[src/rtl/seq_pkg.sv]
// Shared definitions for the multi-cycle control sequencer.
// Holds the 4-bit opcode encodings, the FSM state type, the write-back mux
// select codes and the opcode class used by the decoder and the FSM.
package seq_pkg;

    localparam logic [3:0] OP_ADD   = 4'b0000;
    localparam logic [3:0] OP_SUB   = 4'b0001;
    localparam logic [3:0] OP_LOAD  = 4'b0010;
    localparam logic [3:0] OP_STORE = 4'b0011;
    localparam logic [3:0] OP_LI    = 4'b0100;
    localparam logic [3:0] OP_HALT  = 4'b1111;

    // write-back source select
    localparam logic [1:0] MUX_ALU = 2'b00;
    localparam logic [1:0] MUX_MEM = 2'b01;
    localparam logic [1:0] MUX_IMM = 2'b10;

    typedef enum logic [2:0] {
        S_IDLE   = 3'd0,
        S_FETCH  = 3'd1,
        S_DECODE = 3'd2,
        S_EXEC   = 3'd3,
        S_MEM    = 3'd4,
        S_WB     = 3'd5,
        S_HALT   = 3'd6
    } state_t;

    typedef enum logic [2:0] {
        CLS_ALU   = 3'd0,
        CLS_LOAD  = 3'd1,
        CLS_STORE = 3'd2,
        CLS_LI    = 3'd3,
        CLS_NOP   = 3'd4,
        CLS_HALT  = 3'd5
    } op_class_t;

    // Any opcode outside the named set behaves as a NOP.
    function automatic op_class_t classify(input logic [3:0] op);
        case (op)
            OP_ADD, OP_SUB: classify = CLS_ALU;
            OP_LOAD:        classify = CLS_LOAD;
            OP_STORE:       classify = CLS_STORE;
            OP_LI:          classify = CLS_LI;
            OP_HALT:        classify = CLS_HALT;
            default:        classify = CLS_NOP;
        endcase
    endfunction

endpackage

[src/rtl/multicycle_sequencer_op_decode.sv]
// Combinational instruction decoder.
// Ports:
//   ir          in   4  latched instruction opcode
//   op_class    out  3  instruction class (ALU, LOAD, STORE, LI, NOP, HALT)
//   alu_op      out  1  0 = add, 1 = sub (only SUB selects subtract)
//   wb_mux_sel  out  2  write-back source for this instruction
import seq_pkg::*;

module op_decode (
    input  logic [3:0] ir,
    output op_class_t  op_class,
    output logic       alu_op,
    output logic [1:0] wb_mux_sel
);

    always_comb begin
        op_class   = classify(ir);
        alu_op     = 1'b0;
        wb_mux_sel = MUX_ALU;
        case (op_class)
            CLS_ALU:  alu_op     = (ir == OP_SUB);
            CLS_LOAD: wb_mux_sel = MUX_MEM;
            CLS_LI:   wb_mux_sel = MUX_IMM;
            default:  ;
        endcase
    end

endmodule

[src/rtl/multicycle_sequencer.sv]
// Multi-cycle control sequencer for the 4-bit-opcode datapath.
// Fetches one opcode per instruction, then walks it through DECODE, EXEC,
// MEM and WB, driving the datapath strobes as Moore decodes of state + IR.
// Ports:
//   clk, reset        clock, asynchronous active-high reset
//   run               level enable for starting the next instruction
//   fetch_req         out  request to instruction memory (FETCH)
//   fetch_valid/opcode in  instruction memory response
//   mem_ack           in   data memory access complete
//   reg_write_enable, alu_op, mem_read, mem_write, mux_sel  datapath strobes
//   pc_inc            out  one-cycle PC increment (DECODE)
//   busy, halted      out  status
//   mem_error         out  sticky memory-timeout flag
//   retired_count     out  retired instruction count, wraps
// MEM_TIMEOUT must be at least 1.
import seq_pkg::*;

module multicycle_sequencer #(
    parameter int unsigned MEM_TIMEOUT = 15,
    parameter int unsigned CNT_W       = 16
) (
    input  logic             clk,
    input  logic             reset,
    input  logic             run,
    output logic             fetch_req,
    input  logic             fetch_valid,
    input  logic [3:0]       fetch_opcode,
    input  logic             mem_ack,
    output logic             reg_write_enable,
    output logic             alu_op,
    output logic             mem_read,
    output logic             mem_write,
    output logic [1:0]       mux_sel,
    output logic             pc_inc,
    output logic             busy,
    output logic             halted,
    output logic             mem_error,
    output logic [CNT_W-1:0] retired_count
);

    // The wait counter reaches at most MEM_TIMEOUT before MEM is left.
    localparam int unsigned      WAIT_W    = $clog2(MEM_TIMEOUT + 1);
    localparam logic [WAIT_W-1:0] WAIT_LAST = WAIT_W'(MEM_TIMEOUT - 1);

    state_t            state, state_nxt;
    logic [3:0]        ir;
    logic [WAIT_W-1:0] wait_cnt;
    logic              retire;
    logic              timeout;

    op_class_t         op_class;
    logic              dec_alu_op;
    logic [1:0]        dec_mux_sel;

    op_decode u_op_decode (
        .ir         (ir),
        .op_class   (op_class),
        .alu_op     (dec_alu_op),
        .wb_mux_sel (dec_mux_sel)
    );

    // ---------------- state register ----------------
    always_ff @(posedge clk or posedge reset) begin
        if (reset) begin
            state <= S_IDLE;
        end else begin
            state <= state_nxt;
        end
    end

    // ---------------- next state ----------------
    always_comb begin
        state_nxt = state;
        retire    = 1'b0;
        timeout   = 1'b0;
        case (state)
            S_IDLE: begin
                if (run) state_nxt = S_FETCH;
            end
            S_FETCH: begin
                if (fetch_valid) state_nxt = S_DECODE;
            end
            S_DECODE: begin
                state_nxt = S_EXEC;
            end
            S_EXEC: begin
                case (op_class)
                    CLS_ALU, CLS_LI:     state_nxt = S_WB;
                    CLS_LOAD, CLS_STORE: state_nxt = S_MEM;
                    CLS_HALT:            state_nxt = S_HALT;
                    default:             retire    = 1'b1;
                endcase
            end
            S_MEM: begin
                if (mem_ack) begin
                    if (op_class == CLS_LOAD) state_nxt = S_WB;
                    else                      retire    = 1'b1;
                end else if (wait_cnt == WAIT_LAST) begin
                    timeout   = 1'b1;
                    state_nxt = S_HALT;
                end
            end
            S_WB: begin
                retire = 1'b1;
            end
            S_HALT: begin
                state_nxt = S_HALT;
            end
            default: begin
                state_nxt = S_IDLE;
            end
        endcase
        // run is only consulted at retire, so dropping it mid-instruction
        // lets the current instruction finish.
        if (retire) state_nxt = run ? S_FETCH : S_IDLE;
    end

    // ---------------- Moore outputs ----------------
    always_comb begin
        fetch_req        = 1'b0;
        pc_inc           = 1'b0;
        reg_write_enable = 1'b0;
        alu_op           = 1'b0;
        mem_read         = 1'b0;
        mem_write        = 1'b0;
        mux_sel          = MUX_ALU;
        case (state)
            S_FETCH:  fetch_req = 1'b1;
            S_DECODE: pc_inc    = 1'b1;
            S_EXEC: begin
                // LOAD/STORE address add: alu_op and mux_sel stay at 0
                if (op_class == CLS_ALU || op_class == CLS_LI) alu_op = dec_alu_op;
            end
            S_MEM: begin
                mem_read  = (op_class == CLS_LOAD);
                mem_write = (op_class == CLS_STORE);
            end
            S_WB: begin
                reg_write_enable = 1'b1;
                alu_op           = dec_alu_op;
                mux_sel          = dec_mux_sel;
            end
            default: ;
        endcase
    end

    assign busy   = (state != S_IDLE) && (state != S_HALT);
    assign halted = (state == S_HALT);

    // ---------------- datapath registers ----------------
    always_ff @(posedge clk or posedge reset) begin
        if (reset) begin
            ir <= 4'd0;
        end else if (state == S_FETCH && fetch_valid) begin
            ir <= fetch_opcode;
        end
    end

    // Held at zero outside MEM so it is clear on MEM entry; counts MEM
    // cycles that pass without an ack.
    always_ff @(posedge clk or posedge reset) begin
        if (reset) begin
            wait_cnt <= '0;
        end else if (state != S_MEM) begin
            wait_cnt <= '0;
        end else if (!mem_ack) begin
            wait_cnt <= wait_cnt + WAIT_W'(1);
        end
    end

    always_ff @(posedge clk or posedge reset) begin
        if (reset) begin
            retired_count <= '0;
        end else if (retire) begin
            retired_count <= retired_count + CNT_W'(1);
        end
    end

    always_ff @(posedge clk or posedge reset) begin
        if (reset) begin
            mem_error <= 1'b0;
        end else if (timeout) begin
            mem_error <= 1'b1;
        end
    end

endmodule

[config.mk]
export PLATFORM = sky130hd
export DESIGN_NAME = multicycle_sequencer
export DESIGN_NICKNAME = d
export VERILOG_FILES = /design/src/rtl/seq_pkg.sv /design/src/rtl/multicycle_sequencer_op_decode.sv /design/src/rtl/multicycle_sequencer.sv
export SDC_FILE = /design/constraint.sdc
export NUM_CORES = 1
export LEC_CHECK = 0
export ABC_CLOCK_PERIOD_IN_PS = 2550
export CAP_MARGIN = 30
export CORE_MARGIN = 2
export CORE_UTILIZATION = 42
export CTS_BUF_LIST = sky130_fd_sc_hd__clkbuf_2
export DETAILED_ROUTE_END_ITERATION = 10
export MAX_ROUTING_LAYER = met4
export PLACE_DENSITY = 0.69
export SYNTH_ARGS = -nofsm -noshare
export SYNTH_HDL_FRONTEND = slang
export SYNTH_SLANG_ARGS = --single-unit
[constraint.sdc]
create_clock -name clk -period 2.55 [get_ports clk]
set_clock_uncertainty 0.15 [all_clocks]
set_input_delay 0.765 -clock clk [delete_from_list [all_inputs] [get_ports clk]]
set_output_delay 0.765 -clock clk [all_outputs]
set_load 0.02 [all_outputs]
==> impl_metrics.py, run 1 <==
metrics = {
    "route": {
        "route.detailed.drc": 0,
        "antenna_violating_nets_post_route": 0,
        "dr.first_iter.drc_count": 81,
        "routed_via_density": 5.121,
        "routed_wl_um": 3242,
        "detail_route.wl_per_cell_um": 13.51,
        "drtPass1Iterations": 4,
        "vias": 1229,
    },
    "job": {
        "drv_cap": 0,
    },
    "clocking": {
        "root_buffer": "sky130_fd_sc_hd__clkbuf_2",
        "post_cts_hold_buffer_count": 0,
        "path_clk_slew_ns": 0.26,
        "clock_sinks": 28,
        "cts_max_path_buffers": 2,
        "clk_latency_ns": 0.37,
        "cts_inserted_buffers": 3,
        "cts-htree-levels": 1,
        "cts_tree": "done",
    },
    "floorplanning": {
        "die_w_um": 64.24,
        "die-area_um2": 4126,
        "initial_utilization_pct": 44.62,
        "ios": 36,
        "die_h_um": 64.24,
        "std_cell_rows": 21,
        "core_region_area_um2": 3416,
    },
    "worst_hold_path": {
        "worst_hold_path.num_cells": 1,
        "worstHoldPathType": "reg -> reg",
    },
    "logic_synthesis": {
        "commonest_cells_post_synth": "sky130_fd_sc_hd__dfrtp_1, sky130_fd_sc_hd__nor2_1, sky130_fd_sc_hd__xnor2_1",
        "ys.warnings.count": 0,
        "yosys.area.top_type_share_pct": 45.98,
        "syn_nets": 161,
        "synth_cells": 149,
        "sequential_fraction_of_the_synthesis_area_pct": 45.98,
        "synthesis.area_per_instance_um2": 10.23,
        "post-synth-top-count-cell": "sky130_fd_sc_hd__dfrtp_1",
        "synthesized_flop_and_latch_total": 28,
        "yosys-top-cells-area": "sky130_fd_sc_hd__dfrtp_1, sky130_fd_sc_hd__xnor2_1, sky130_fd_sc_hd__nor2_1",
        "synthesis.area_um2": 1524,
        "async_flop_share_pct": 100.0,
        "ys.flop_type": "sky130_fd_sc_hd__dfrtp_1",
        "number_of_distinct_library_cells_after_synthesis": 38,
        "yosysTopAreaCell": "sky130_fd_sc_hd__dfrtp_1",
        "synth-edff-count": 0,
    },
    "finish": {
        "num_antenna_cells": 0,
        "flow.area_growth_from_synthesis_pct": 35.55,
        "post_route_cells_drive_above_1_share_pct": 24.23,
        "nets": 207,
        "postLayoutCellArea_um2": 2066,
    },
    "sta": {
        "post-route-worst-setup-slack_ns": 0.001132,
        "holdWs_ns": 0.3419,
        "worst-slew-pin-transition_ns": 0.4950,
        "setup_tns_ns": 0,
        "timing.slew.headroom_pct": 66.88,
        "count_of_final_max_slew_check_failures": 0,
        "final_min_period_over_clock_period_pct": 99.96,
        "finalCriticalPeriod_ns": 2.549,
        "finalHoldViolations": 0,
        "report.final.setup_viol": 0,
        "setup_repair_after_global_routing_missed_its_margin": "yes",
        "clock.fmax_mhz": 392.3,
    },
    "power_and_ir_drop": {
        "sw_ratio_pct": 41.13,
        "net-switching-power_w": 0.0008237,
        "p_int_w": 0.001179,
        "clkPwrFrac_pct": 13.6,
        "static-leakage-power_nw": 0.9118,
        "peakVddDrop_mv": 0.5617,
        "p_per_area_nw_per_um2": 969.6,
        "pwr-share-comb_pct": 54.5,
        "totalPowerFinal_w": 0.002003,
        "seq_power_share_pct": 31.9,
    },
    "global_route": {
        "grt_start_max_net_pins": 29,
        "first_global_vias": 1269,
        "grtUsageTotal_pct": 17.82,
        "first_pass_grt_wire_length_um": 5727,
        "globalRouteOverflowTotal": 0,
        "antenna_found_initial": 0,
    },
    "placed_design": {
        "routabilityCongestion": 0.8052,
        "io_buffer_count": 35,
        "placement.setup.worst_slack_ns": -0.007707,
        "postPlaceCellArea_um2": 1996,
        "dpl.hpwl_um": 2358,
    },
    "worst_setup_path": {
        "worst_r2r_path_depth": 5,
        "worstSetupEndpointType": "primary output",
        "required_worst_endpoint_ns": 1.64,
        "master_of_the_slowest_instance_on_the_critical_path": "sky130_fd_sc_hd__dfrtp_1",
        "critical_path.max_stage_delay_ns": 0.45,
        "path_max_fanout": 5,
        "worst_setup_sp_type": "flop",
        "critical_path.cell_chain": "and2b_2, nand2b_4, nor4_4, buf_2",
        "timing.critical_path.arrival_ns": 1.63,
        "timing.setup.critical_path_class": "reg -> out",
    },
    "outcome": {
        "status": "finished, final reports clean",
    },
}
cells in the final DEF, fill, tap and decap left out, drive strengths merged, types with 2 or more instances in the layout:
cell           netlist  layout
dfrtp               28      28
clkbuf               5       6
xnor2               15      15
nand3               11      11
nand2b               4       4
inv                  3       3
and2                 2       2
ha                   3       3
nand2                5       5
nor2                16      16
nor4                 3       3
xor2                 3       3
nor2b                4       4
a21oi                3       3
and3                 9       9
nand4                7       7
clkdlybuf4s50        0      25
mux2                 5       5
buf                  4      22
or3                  2       2
mux2i                2       2
o21ai                2       2
sequential cells by signal, indices dropped and copies added (netlist names):
signal         count
ir                 4
mem_error          1
retired_count     16
state              3
wait_cnt           4
metrics by stage:
step                instances  utilization (%)
floorplan                 149                -
global placement          235            58.42
detailed placement        235            58.42
CTS                       240            59.19
global route              240            60.48
finish                    240            60.48
routing by layer:
metal	vias up	part of all wire, %	track usage (%)
met1	585	47	23.32
met2	31	49	28.91
met4	0	1.3	5.585
met3	5	3.3	2.289
met5	-	0	-
li1	608	-	-
cells by family (layout without fill, tap and decap cells):
logic type | Yosys count | in the layout | synth area share, %
XOR/XNOR | 18 | 18 | 10.35
flip-flops | 28 | 28 | 45.98
AND/OR/NAND/NOR | 70 | 70 | 25.94
AO/OA/AOI/OAI | 11 | 11 | 6.404
multiplexers | 7 | 7 | 5.008
adder cells (fa/ha/maj) | 3 | 3 | 2.463
buffers and inverters | 12 | 57 | 3.859
layout make-up:
cell class / count / area, um^2
Fill cell: 312 / 1350
Multi-Input combinational cell: 109 / 813.3
Sequential cell: 28 / 700.7
Timing Repair Buffer: 50 / 437.9
Tap cell: 46 / 57.56
Clock inverter: 1 / 30.03
Clock buffer: 3 / 15.01
Inverter: 3 / 11.26
critical path: cells and delay by family, from the launching register on:
| family | cells | cell delay [ns] |
|---|---|---|
| buffers and inverters | 1 | 0.21 |
| AND/OR/NAND/NOR | 3 | 0.60 |
| flip-flops | 1 | 0.45 |
path summary, 6_finish.rpt:
check	start	endpoint	slack (ns)
min in group asynchronous	reset	retired_count[13]	0.55
max in group asynchronous	reset	retired_count[11]	1.45
max reg2reg	state[2]	retired_count[1]	0.35
min reg2reg	retired_count[15]	retired_count[15]	0.34
max	state[1]	mem_write	0.001
min	retired_count[15]	retired_count[15]	0.34
power groups by stage:
stage | combinational (W) | sequential, W | clock [W]
2_1_floorplan | 0.000642 | 0.000699 | 0
3_3_place_gp | 0.00103 | 0.000649 | 0
3_5_place_dp | 0.00105 | 0.000655 | 0
4_1_cts | 0.00105 | 0.000639 | 0.000279
5_1_grt | 0.00120 | 0.000662 | 0.000301
6_report | 0.00109 | 0.000640 | 0.000272
what timing repair did:
item | 4_1_cts | 5_1_grt
gates resized for setup | 40 | 18
endpoints found under the setup margin | 10 | 10
pin swaps | 1 | 3
buffers inserted | 1 | 0
(Power assumes the default switching activity.)
==> run 2, diff against run 1 <==
--- a/config.mk
+++ b/config.mk
@@ -7,7 +7,7 @@
 export LEC_CHECK = 0
 export ABC_CLOCK_PERIOD_IN_PS = 2550
 export CAP_MARGIN = 30
-export CORE_MARGIN = 2
+export CORE_MARGIN = 4
 export CORE_UTILIZATION = 42
 export CTS_BUF_LIST = sky130_fd_sc_hd__clkbuf_2
 export DETAILED_ROUTE_END_ITERATION = 10
==> run 2 against run 1 <==
  * The run now ends with negative setup slack left
  * Sequential power is 2% higher
  * Highest routed layer unchanged
  * Die area is 13% higher
  * First-iteration DRC count is 9.9% lower
  * Cell count is 0.83% higher
  * Routed wire length is 8.1% higher
  * Register-to-register slack better by 0.02 ns
==> impl_metrics.py, run 2 (synthesis results as in run 1) <==
metrics = {
    "finish": {
        "layout_commonest_cell": "sky130_fd_sc_hd__dfrtp_1",
        "post_route_cells_drive_above_1_share_pct": 23.98,
        "num_antenna_cells": 0,
        "finish.utilization_pct": 61.03,
        "top_register": "retired_count",
        "postLayoutCellArea_um2": 2085,
        "multi_input_comb_area_um2": 802.0,
        "register_area_um2": 701.9,
        "flow.area_growth_from_synthesis_pct": 36.78,
        "layout.filler_cells": 309,
        "largestRegisters": "retired_count (16), ir (4), wait_cnt (4)",
        "largest_register_ff_count": 16,
        "layout.cells.most_common_list": "sky130_fd_sc_hd__dfrtp_1, sky130_fd_sc_hd__clkdlybuf4s50_1, sky130_fd_sc_hd__buf_4",
        "nets": 209,
    },
    "route": {
        "antenna_violating_nets_post_route": 0,
        "route.detailed.drc": 0,
        "drtPass1Iterations": 4,
        "dr.first_iter.drc_count": 73,
        "vias": 1258,
        "routed_via_density": 5.198,
        "detail_route.wl_per_cell_um": 14.48,
        "routed_wl_um": 3503,
    },
    "floorplanning": {
        "die-area_um2": 4656,
        "ios": 36,
        "core_region_area_um2": 3416,
        "die_h_um": 68.24,
        "std_cell_rows": 21,
        "initial_utilization_pct": 44.62,
        "die_w_um": 68.24,
    },
    "sta": {
        "finalHoldViolations": 0,
        "setup_repair_after_global_routing_missed_its_margin": "yes",
        "clock.fmax_mhz": 385.5,
        "setup_tns_ns": -0.04391,
        "finalCriticalPeriod_ns": 2.594,
        "worst-slew-pin-transition_ns": 0.4906,
        "post-route-worst-setup-slack_ns": -0.04391,
        "count_of_final_max_slew_check_failures": 0,
        "final_min_period_over_clock_period_pct": 101.7,
        "timing.slew.headroom_pct": 67.17,
        "holdWs_ns": 0.3357,
        "report.final.setup_viol": 1,
    },
    "outcome": {
        "status": "finished with violations",
        "violations_in_the_final_reports": "negative setup slack",
    },
    "worst_setup_path": {
        "required_worst_endpoint_ns": 1.64,
        "worst_setup_sp_type": "flop",
        "timing.critical_path.arrival_ns": 1.68,
        "worstSetupEndpointType": "primary output",
        "timing.setup.critical_path_class": "reg -> out",
        "path_max_fanout": 3,
    },
    "global_route": {
        "grt_start_max_net_pins": 29,
        "first_global_vias": 1296,
        "first_pass_grt_wire_length_um": 5871,
        "globalRouteOverflowTotal": 0,
        "antenna_found_initial": 0,
        "grtUsageTotal_pct": 16.97,
    },
    "placed_design": {
        "routabilityCongestion": 0.8686,
        "io_buffer_count": 35,
        "placement.setup.worst_slack_ns": 0.01050,
        "dpl.hpwl_um": 2536,
        "postPlaceCellArea_um2": 2003,
    },
    "clocking": {
        "root_buffer": "sky130_fd_sc_hd__clkbuf_2",
        "cts_inserted_buffers": 3,
        "post_cts_hold_buffer_count": 0,
        "cts-htree-levels": 1,
        "path_clk_slew_ns": 0.26,
        "clock_sinks": 28,
        "cts_max_path_buffers": 2,
        "clk_latency_ns": 0.36,
        "cts_tree": "done",
    },
    "job": {
        "drv_cap": 0,
    },
    "power_and_ir_drop": {
        "peakVddDrop_mv": 0.6199,
        "p_per_area_nw_per_um2": 973.6,
        "static-leakage-power_nw": 0.9233,
    },
    "worst_hold_path": {
        "worstHoldPathType": "reg -> reg",
    },
}
==> run 2: final timing paths <==
path / startpoint / to / slack [ns] / depth (start not counted)
worst max-delay path: state[2] / busy / -0.04 / 5
worst min-delay path: retired_count[15] / retired_count[15] / 0.34 / 1
worst max register to register: state[2] / retired_count[1] / 0.37 / 5
worst min register to register: retired_count[15] / retired_count[15] / 0.34 / 1
max in group asynchronous: reset / state[0] / 1.39 / 3
min in group asynchronous: reset / retired_count[14] / 0.57 / 3
==> run 2: per-layer routing <==
layer	vias to the layer above	global-route usage [%]	wire length, um
met2	26	29.12	1852
met3	4	2.791	133
met1	616	20.97	1479
li1	612	-	-
met5	-	-	0
met4	0	3.722	38
==> run 2: worst max-delay path, cell delays in order, from the launching register on <==
cell and delay [ns]:
sky130_fd_sc_hd__dfrtp_1 0.45, sky130_fd_sc_hd__and2b_1 0.19, sky130_fd_sc_hd__buf_6 0.12, sky130_fd_sc_hd__buf_6 0.10, sky130_fd_sc_hd__or3_4 0.32, sky130_fd_sc_hd__buf_6 0.14
==> run 2: what timing repair did <==
action / 4_1_cts / 5_1_grt
gates resized for setup: 36 / 22
endpoints found under the hold margin: 0 / 0
setup endpoints to repair: 10 / 9
pin swaps: 1 / 2
setup buffers: 1 / 1
==> run 2: report_power, final <==
group          leakage (nW)  internal, W  total, W  switching [W]
sequential            0.367     0.000550  0.000650      0.0000993
clock                0.0266     0.000135  0.000264       0.000129
combinational         0.530     0.000520   0.00112       0.000596
total                 0.923      0.00120   0.00203       0.000825
==> run 2: through the flow <==
stage,power (W),instances
after floorplan,0.001341,149
after global placement,0.001690,236
after detailed placement,0.001730,236
after CTS,0.001998,241
after global routing,0.002175,242
final,0.002029,242
==> run 2: cell type report <==
class | count | share of cell area [%]
clock inverter | 1 | 1.441
clock buffer | 3 | 0.7203
sequential | 28 | 33.67
multi-input combinational | 109 | 38.48
inverter | 3 | 0.5402
timing repair buffer | 52 | 22.39
tap | 46 | 2.761
==> run 3, diff against run 2 <==
--- a/config.mk
+++ b/config.mk
@@ -13,6 +13,7 @@
 export DETAILED_ROUTE_END_ITERATION = 10
 export MAX_ROUTING_LAYER = met4
 export PLACE_DENSITY = 0.69
+export REMOVE_ABC_BUFFERS = 1
 export SYNTH_ARGS = -nofsm -noshare
 export SYNTH_HDL_FRONTEND = slang
 export SYNTH_SLANG_ARGS = --single-unit
==> run 3 against run 2 <==
  * The run still ends with negative setup slack left
  * Combinational power up 4%
  * Maximum frequency shrank 1.6%
  * Critical endpoint is now mux_sel[0]
  * Flip-flop and latch count unchanged
  * Largest power group unchanged
  * First-iteration DRC count rose by 19%
==> impl_metrics.py, run 3 (synthesis results as in run 1) <==
metrics = {
    "placed_design": {
        "dpl.hpwl_um": 2620,
        "io_buffer_count": 35,
        "dp_cells": 235,
        "routabilityCongestion": 0.8379,
    },
    "clocking": {
        "cts_tree": "done",
        "clock_sinks": 28,
        "cts_inserted_buffers": 3,
        "cts-htree-levels": 1,
        "root_buffer": "sky130_fd_sc_hd__clkbuf_2",
        "clk_latency_ns": 0.39,
        "path_clk_slew_ns": 0.28,
        "cts_max_path_buffers": 2,
    },
    "finish": {
        "nets": 209,
        "layout_commonest_cell": "sky130_fd_sc_hd__dfrtp_1",
        "num_antenna_cells": 0,
        "top_register": "retired_count",
        "largest_register_ff_count": 16,
        "layoutNonFillerInstCount": 242,
        "largestRegisters": "retired_count (16), ir (4), wait_cnt (4)",
        "post_route_cells_drive_above_1_share_pct": 24.49,
        "layout.cells.most_common_list": "sky130_fd_sc_hd__dfrtp_1, sky130_fd_sc_hd__clkdlybuf4s50_1, sky130_fd_sc_hd__buf_4",
        "flow.area_growth_from_synthesis_pct": 36.78,
    },
    "worst_hold_path": {
        "worst_hold_path.num_cells": 1,
        "worstHoldPathType": "reg -> reg",
        "whs_endpoint": "retired_count[15]",
        "min-delay-start": "retired_count[15]",
    },
    "power_and_ir_drop": {
        "p_int_w": 0.001218,
        "peakVddDrop_mv": 0.5861,
        "static-leakage-power_nw": 0.9274,
        "p_per_area_nw_per_um2": 996.3,
        "seq_power_share_pct": 30.8,
        "pwr-share-comb_pct": 55.8,
        "sw_ratio_pct": 41.37,
        "clkPwrFrac_pct": 13.4,
        "net-switching-power_w": 0.0008592,
    },
    "sta": {
        "clock.fmax_mhz": 379.2,
        "finalHoldViolations": 0,
        "setup_tns_ns": -0.1411,
        "setup_repair_after_global_routing_missed_its_margin": "yes",
        "report.final.setup_viol": 3,
        "final_min_period_over_clock_period_pct": 103.4,
        "count_of_final_max_slew_check_failures": 0,
        "finalCriticalPeriod_ns": 2.637,
        "worst-slew-pin-transition_ns": 0.5005,
        "timing.slew.headroom_pct": 66.50,
        "post-route-worst-setup-slack_ns": -0.08733,
    },
    "worst_setup_path": {
        "worst_setup_sp_type": "flop",
        "path_max_fanout": 2,
        "worstSetupEndpointType": "primary output",
        "timing.critical_path.arrival_ns": 1.72,
        "required_worst_endpoint_ns": 1.64,
        "worst_r2r_path_depth": 6,
        "r2r_end": "retired_count[1]",
        "timing.setup.critical_path_class": "reg -> out",
        "r2r_slack_ns": 0.33,
        "crit-reg2reg-launch": "ir[2]",
    },
    "route": {
        "antenna_violating_nets_post_route": 0,
        "routed_wl_um": 3540,
        "routed_via_density": 5.240,
        "detail_route.wl_per_cell_um": 14.63,
        "dr.first_iter.drc_count": 87,
        "route.detailed.drc": 0,
        "vias": 1268,
        "drtPass1Iterations": 4,
    },
    "floorplanning": {
        "core_region_area_um2": 3416,
        "die-area_um2": 4656,
        "initial_utilization_pct": 44.62,
        "die_w_um": 68.24,
        "die_h_um": 68.24,
        "std_cell_rows": 21,
        "ios": 36,
    },
    "outcome": {
        "status": "finished with violations",
        "violations_in_the_final_reports": "negative setup slack",
    },
    "global_route": {
        "first_global_vias": 1205,
        "grtUsageTotal_pct": 17.68,
        "first_pass_grt_wire_length_um": 5913,
        "grt_start_max_net_pins": 29,
        "globalRouteOverflowTotal": 0,
        "antenna_found_initial": 0,
    },
    "job": {
        "drv_cap": 0,
    },
}
run 3: cell count changes in the layout (fill, tap and decap cells not counted):
cell,previous run,this run
sky130_fd_sc_hd__and2b_2,0,1
sky130_fd_sc_hd__nor4_2,2,1
sky130_fd_sc_hd__nor4_4,0,1
sky130_fd_sc_hd__nor2_4,2,1
sky130_fd_sc_hd__dlygate4sd2_1,1,0
sky130_fd_sc_hd__nand2b_4,1,2
sky130_fd_sc_hd__nand2b_1,3,2
sky130_fd_sc_hd__buf_4,16,19
sky130_fd_sc_hd__and2b_1,1,0
sky130_fd_sc_hd__buf_6,6,4
sky130_fd_sc_hd__dfrtp_1,27,28
sky130_fd_sc_hd__nor2_1,13,14
sky130_fd_sc_hd__dfrtp_2,1,0
run 3: how the worst max path moves through the flow:
stage	from	endpoint	slack (ns)	cells past startpoint
after global placement	ir[0]	mem_read	0.03	3
after CTS	ir[3]	mux_sel[0]	-0.11	4
after global routing	ir[2]	mux_sel[0]	-0.16	4
final	ir[2]	mux_sel[0]	-0.09	4
after detailed placement	ir[0]	mem_read	-0.01	3
after floorplan	state[1]	mem_write	-0.01	3
run 3: power groups by stage:
| stage | clock [W] | sequential (W) | combinational [W] |
|---|---|---|---|
| CTS | 0.000282 | 0.000638 | 0.00110 |
| global placement | 0 | 0.000645 | 0.00103 |
| global route | 0.000305 | 0.000658 | 0.00125 |
| floorplan | 0 | 0.000760 | 0.000511 |
| detailed placement | 0 | 0.000655 | 0.00107 |
| finish | 0.000278 | 0.000640 | 0.00116 |
run 3: area by class of cell:
type / instances / area [um^2]
clock inverters: 1 / 30.03
multi-input cells: 109 / 812.0
flip-flops and latches: 28 / 700.7
well taps: 46 / 57.56
fillers: 300 / 1331
repair buffers: 52 / 457.9
inverters: 3 / 11.26
clock buffers: 3 / 15.01
run 3: stage by stage:
step                util [%]  area (um^2)  setup slack, ns  hold slack, ns  power, W
CTS                    60.00         2049          -0.1129          0.3446  0.002025
floorplan                  -         1476         -0.01460          0.3732  0.001271
finish                 61.03         2085         -0.08733          0.3453  0.002077
detailed placement     58.24         1989        -0.009694          0.3159  0.001721
global placement       58.24         1989          0.03408          0.3093  0.001677
global route           61.03         2085          -0.1643          0.3614  0.002218
run 3: worst max-delay path, cell delays in order, from the launching register on:
cell and delay [ns]:
sky130_fd_sc_hd__dfrtp_1 0.45, sky130_fd_sc_hd__or4b_4 0.55, sky130_fd_sc_hd__buf_6 0.14, sky130_fd_sc_hd__nor2_4 0.07, sky130_fd_sc_hd__buf_6 0.11
run 3: timing repair:
item	in CTS	in global routing
resized for setup	43	18
setup endpoints to repair	10	10
hold buffers	0	0
buffers inserted	4	0
pin swaps	2	4
run 3: layer usage:
metal,wire length (um),track usage (%),vias up
met2,1887,30.20,18
met4,60,7.444,0
li1,-,-,618
met3,114,2.791,5
met5,0,-,-
met1,1477,20.53,627
==> patch: new RTL, config.mk and constraints of run 1 <==
Re-encode `state_t` (7 states) as one-hot, 7 bits wide.
--- a/src/rtl/seq_pkg.sv
+++ b/src/rtl/seq_pkg.sv
@@ -16,12 +16,12 @@
     localparam logic [1:0] MUX_IMM = 2'b10;
 
-    typedef enum logic [2:0] {
-        S_IDLE   = 3'd0,
-        S_FETCH  = 3'd1,
-        S_DECODE = 3'd2,
-        S_EXEC   = 3'd3,
-        S_MEM    = 3'd4,
-        S_WB     = 3'd5,
-        S_HALT   = 3'd6
+    typedef enum logic [6:0] {
+        S_IDLE   = 7'b0000001,
+        S_FETCH  = 7'b0000010,
+        S_DECODE = 7'b0000100,
+        S_EXEC   = 7'b0001000,
+        S_MEM    = 7'b0010000,
+        S_WB     = 7'b0100000,
+        S_HALT   = 7'b1000000
     } state_t;
 
Check against the original RTL: same outputs for any inputs over 10 cycles, from zero or initial values and one cycle with reset high; not proved beyond that.
==> patch against run 1 <==
The run now ends with negative setup slack left. Sequential cell count is 4 higher. Sequential share of layout area fell by 3.1 points. Final area grew 26%. Area after synthesis rose by 17%. Wire length rose by 51%. Power fell by 13%. First-iteration DRC count shrank 6.2%. Worst setup slack worse by 0.49 ns. Die area increased by 16%. Critical path type unchanged. Critical endpoint unchanged. Highest routed layer unchanged.
==> patch: results (changes against run 1) <==
grt:
  grtUsageTotal_pct: 22.4  # +4.6 points
  antenna_found_initial: 0  # unchanged
  grt_first_pass_wirelength_um: 8200  # +43%
  grt_max_degree: 33  # +14%
  first_global_vias: 1639  # +29%
cells_and_area:
  stdcell_count: 300  # +25%
  drive_gt1_share_pct: 34.0  # +9.8 points
  final.fill_count: 329  # +5.4%
  nets: 261  # +26%
  reg_top3: "retired_count x16, state x7"
logic_synthesis:
  yosysSeqAreaShare_pct: 45.1  # -0.84 points
  syn_nets: 188  # +17%
  synth_top_cells_by_count: "dfrtp_1 (31), xnor2_1 (16), nand4_1 (12), nor2_1 (12)"
  synth_area_leaders: "dfrtp_1 (44%), xnor2_1 (7.9%), nand4_1 (4.2%), and3_1 (3.2%), mux2_2 (3.2%)"
  yosysUniqueCellTypes: 45  # +18%
  syn_inst: 176  # +18%
placement:
  io_buffers: 35  # unchanged
  gp_congestion: 0.873  # +8.5%
  dpl-instance-area_um2: 2390  # +20%
  hpwlAfterDp_um: 3450  # +46%
  place_inst: 281  # +20%
  pre_cts_slack_ns: -0.528  # -0.520 ns
timing:
  maxSlewHeadroom_pct: 73.2  # +6.3 points
  setup_violations: 10  # +10
  fin_ws_ns: -0.493  # -0.494 ns
  tns_ns: -2.90  # -2.90 ns
min_path:
  hp-class: "flip-flop to flip-flop"
detailed_routing:
  drt_iter0_drc: 76  # -6.2%
  routed_wl_um: 4890  # +51%
  vias: 1635  # +33%
power:
  leakage_nw: 1.22  # +34%
  irDropWorstVdd_mv: 0.475  # -15%
outcome:
  run_status: "finished, violations left"
  violations: "negative setup slack"
setup_path:
  slowest_delay_ns: 0.55  # +0.10 ns
  cp_max_fo: 3  # -2
  worstPathArrival_ns: 2.13  # +0.50 ns
  critical-path-slowest-cell: "or4_4"
clock_network:
  cts_made_buffers: 5  # +2
  clkLatencyLatePin_ns: 0.39  # +0.02 ns
  htreeDepth: 2  # +1
  clkTransAtPathRegs_ns: 0.17  # -0.09 ns
patch: cell type report:
type / count / area (um^2) / share of cell area (%)
multi-input cells: 123 / 966 / 37.1
well taps: 50 / 62.6 / 2.40
clock inverters: 3 / 18.8 / 0.721
flip-flops and latches: 32 / 803 / 30.9
clock buffers: 5 / 25.0 / 0.961
inverters: 9 / 33.8 / 1.30
repair buffers: 78 / 694 / 26.7
patch: layer usage:
metal | share of wire [%] | wire, um | up-vias | track usage, %
met3 | 4.4 | 215 | 10 | 4.53
li1 | - | - | 774 | -
met4 | 2.4 | 119 | 0 | 8.28
met1 | 43 | 2090 | 804 | 26.7
met2 | 50 | 2460 | 47 | 37.6
met5 | 0 | 0 | - | -
patch: power breakdown:
group	total [mW]	internal, mW	switching [mW]
clock	0.258	0.0661	0.192
sequential	0.645	0.578	0.0660
combinational	0.836	0.440	0.396
patch: final timing paths:
check | endpoint | slack [ns] | start | depth (start not counted)
worst max-delay path | mem_write | -0.49 | state[1] | 4
worst min-delay path | mem_error | 0.33 | mem_error | 1
worst max register to register | state[0] | 0.11 | state[1] | 6
worst min register to register | mem_error | 0.33 | mem_error | 1
max in group asynchronous | state[0] | 1.34 | reset | 3
min in group asynchronous | wait_cnt[0] | 0.58 | reset | 3
patch: cell families (layout without fill, tap and decap cells):
logic type	count (synthesis)	after routing	synth area share, %
fa+ha+maj	3	3	2.11
simple gates	75	75	24.6
mux	5	5	3.17
flops	32	32	45.1
buf+inv	21	95	5.42
xor+xnor	20	20	9.86
compound gates	20	20	9.72
patch: timing repair:
item / CTS / global route
hold buffers: 0 / 0
pin swaps: 6 / 5
setup buffers: 7 / 5
gates cloned: 0 / 0
setup endpoints to repair: 10 / 11
resized for setup: 74 / 6
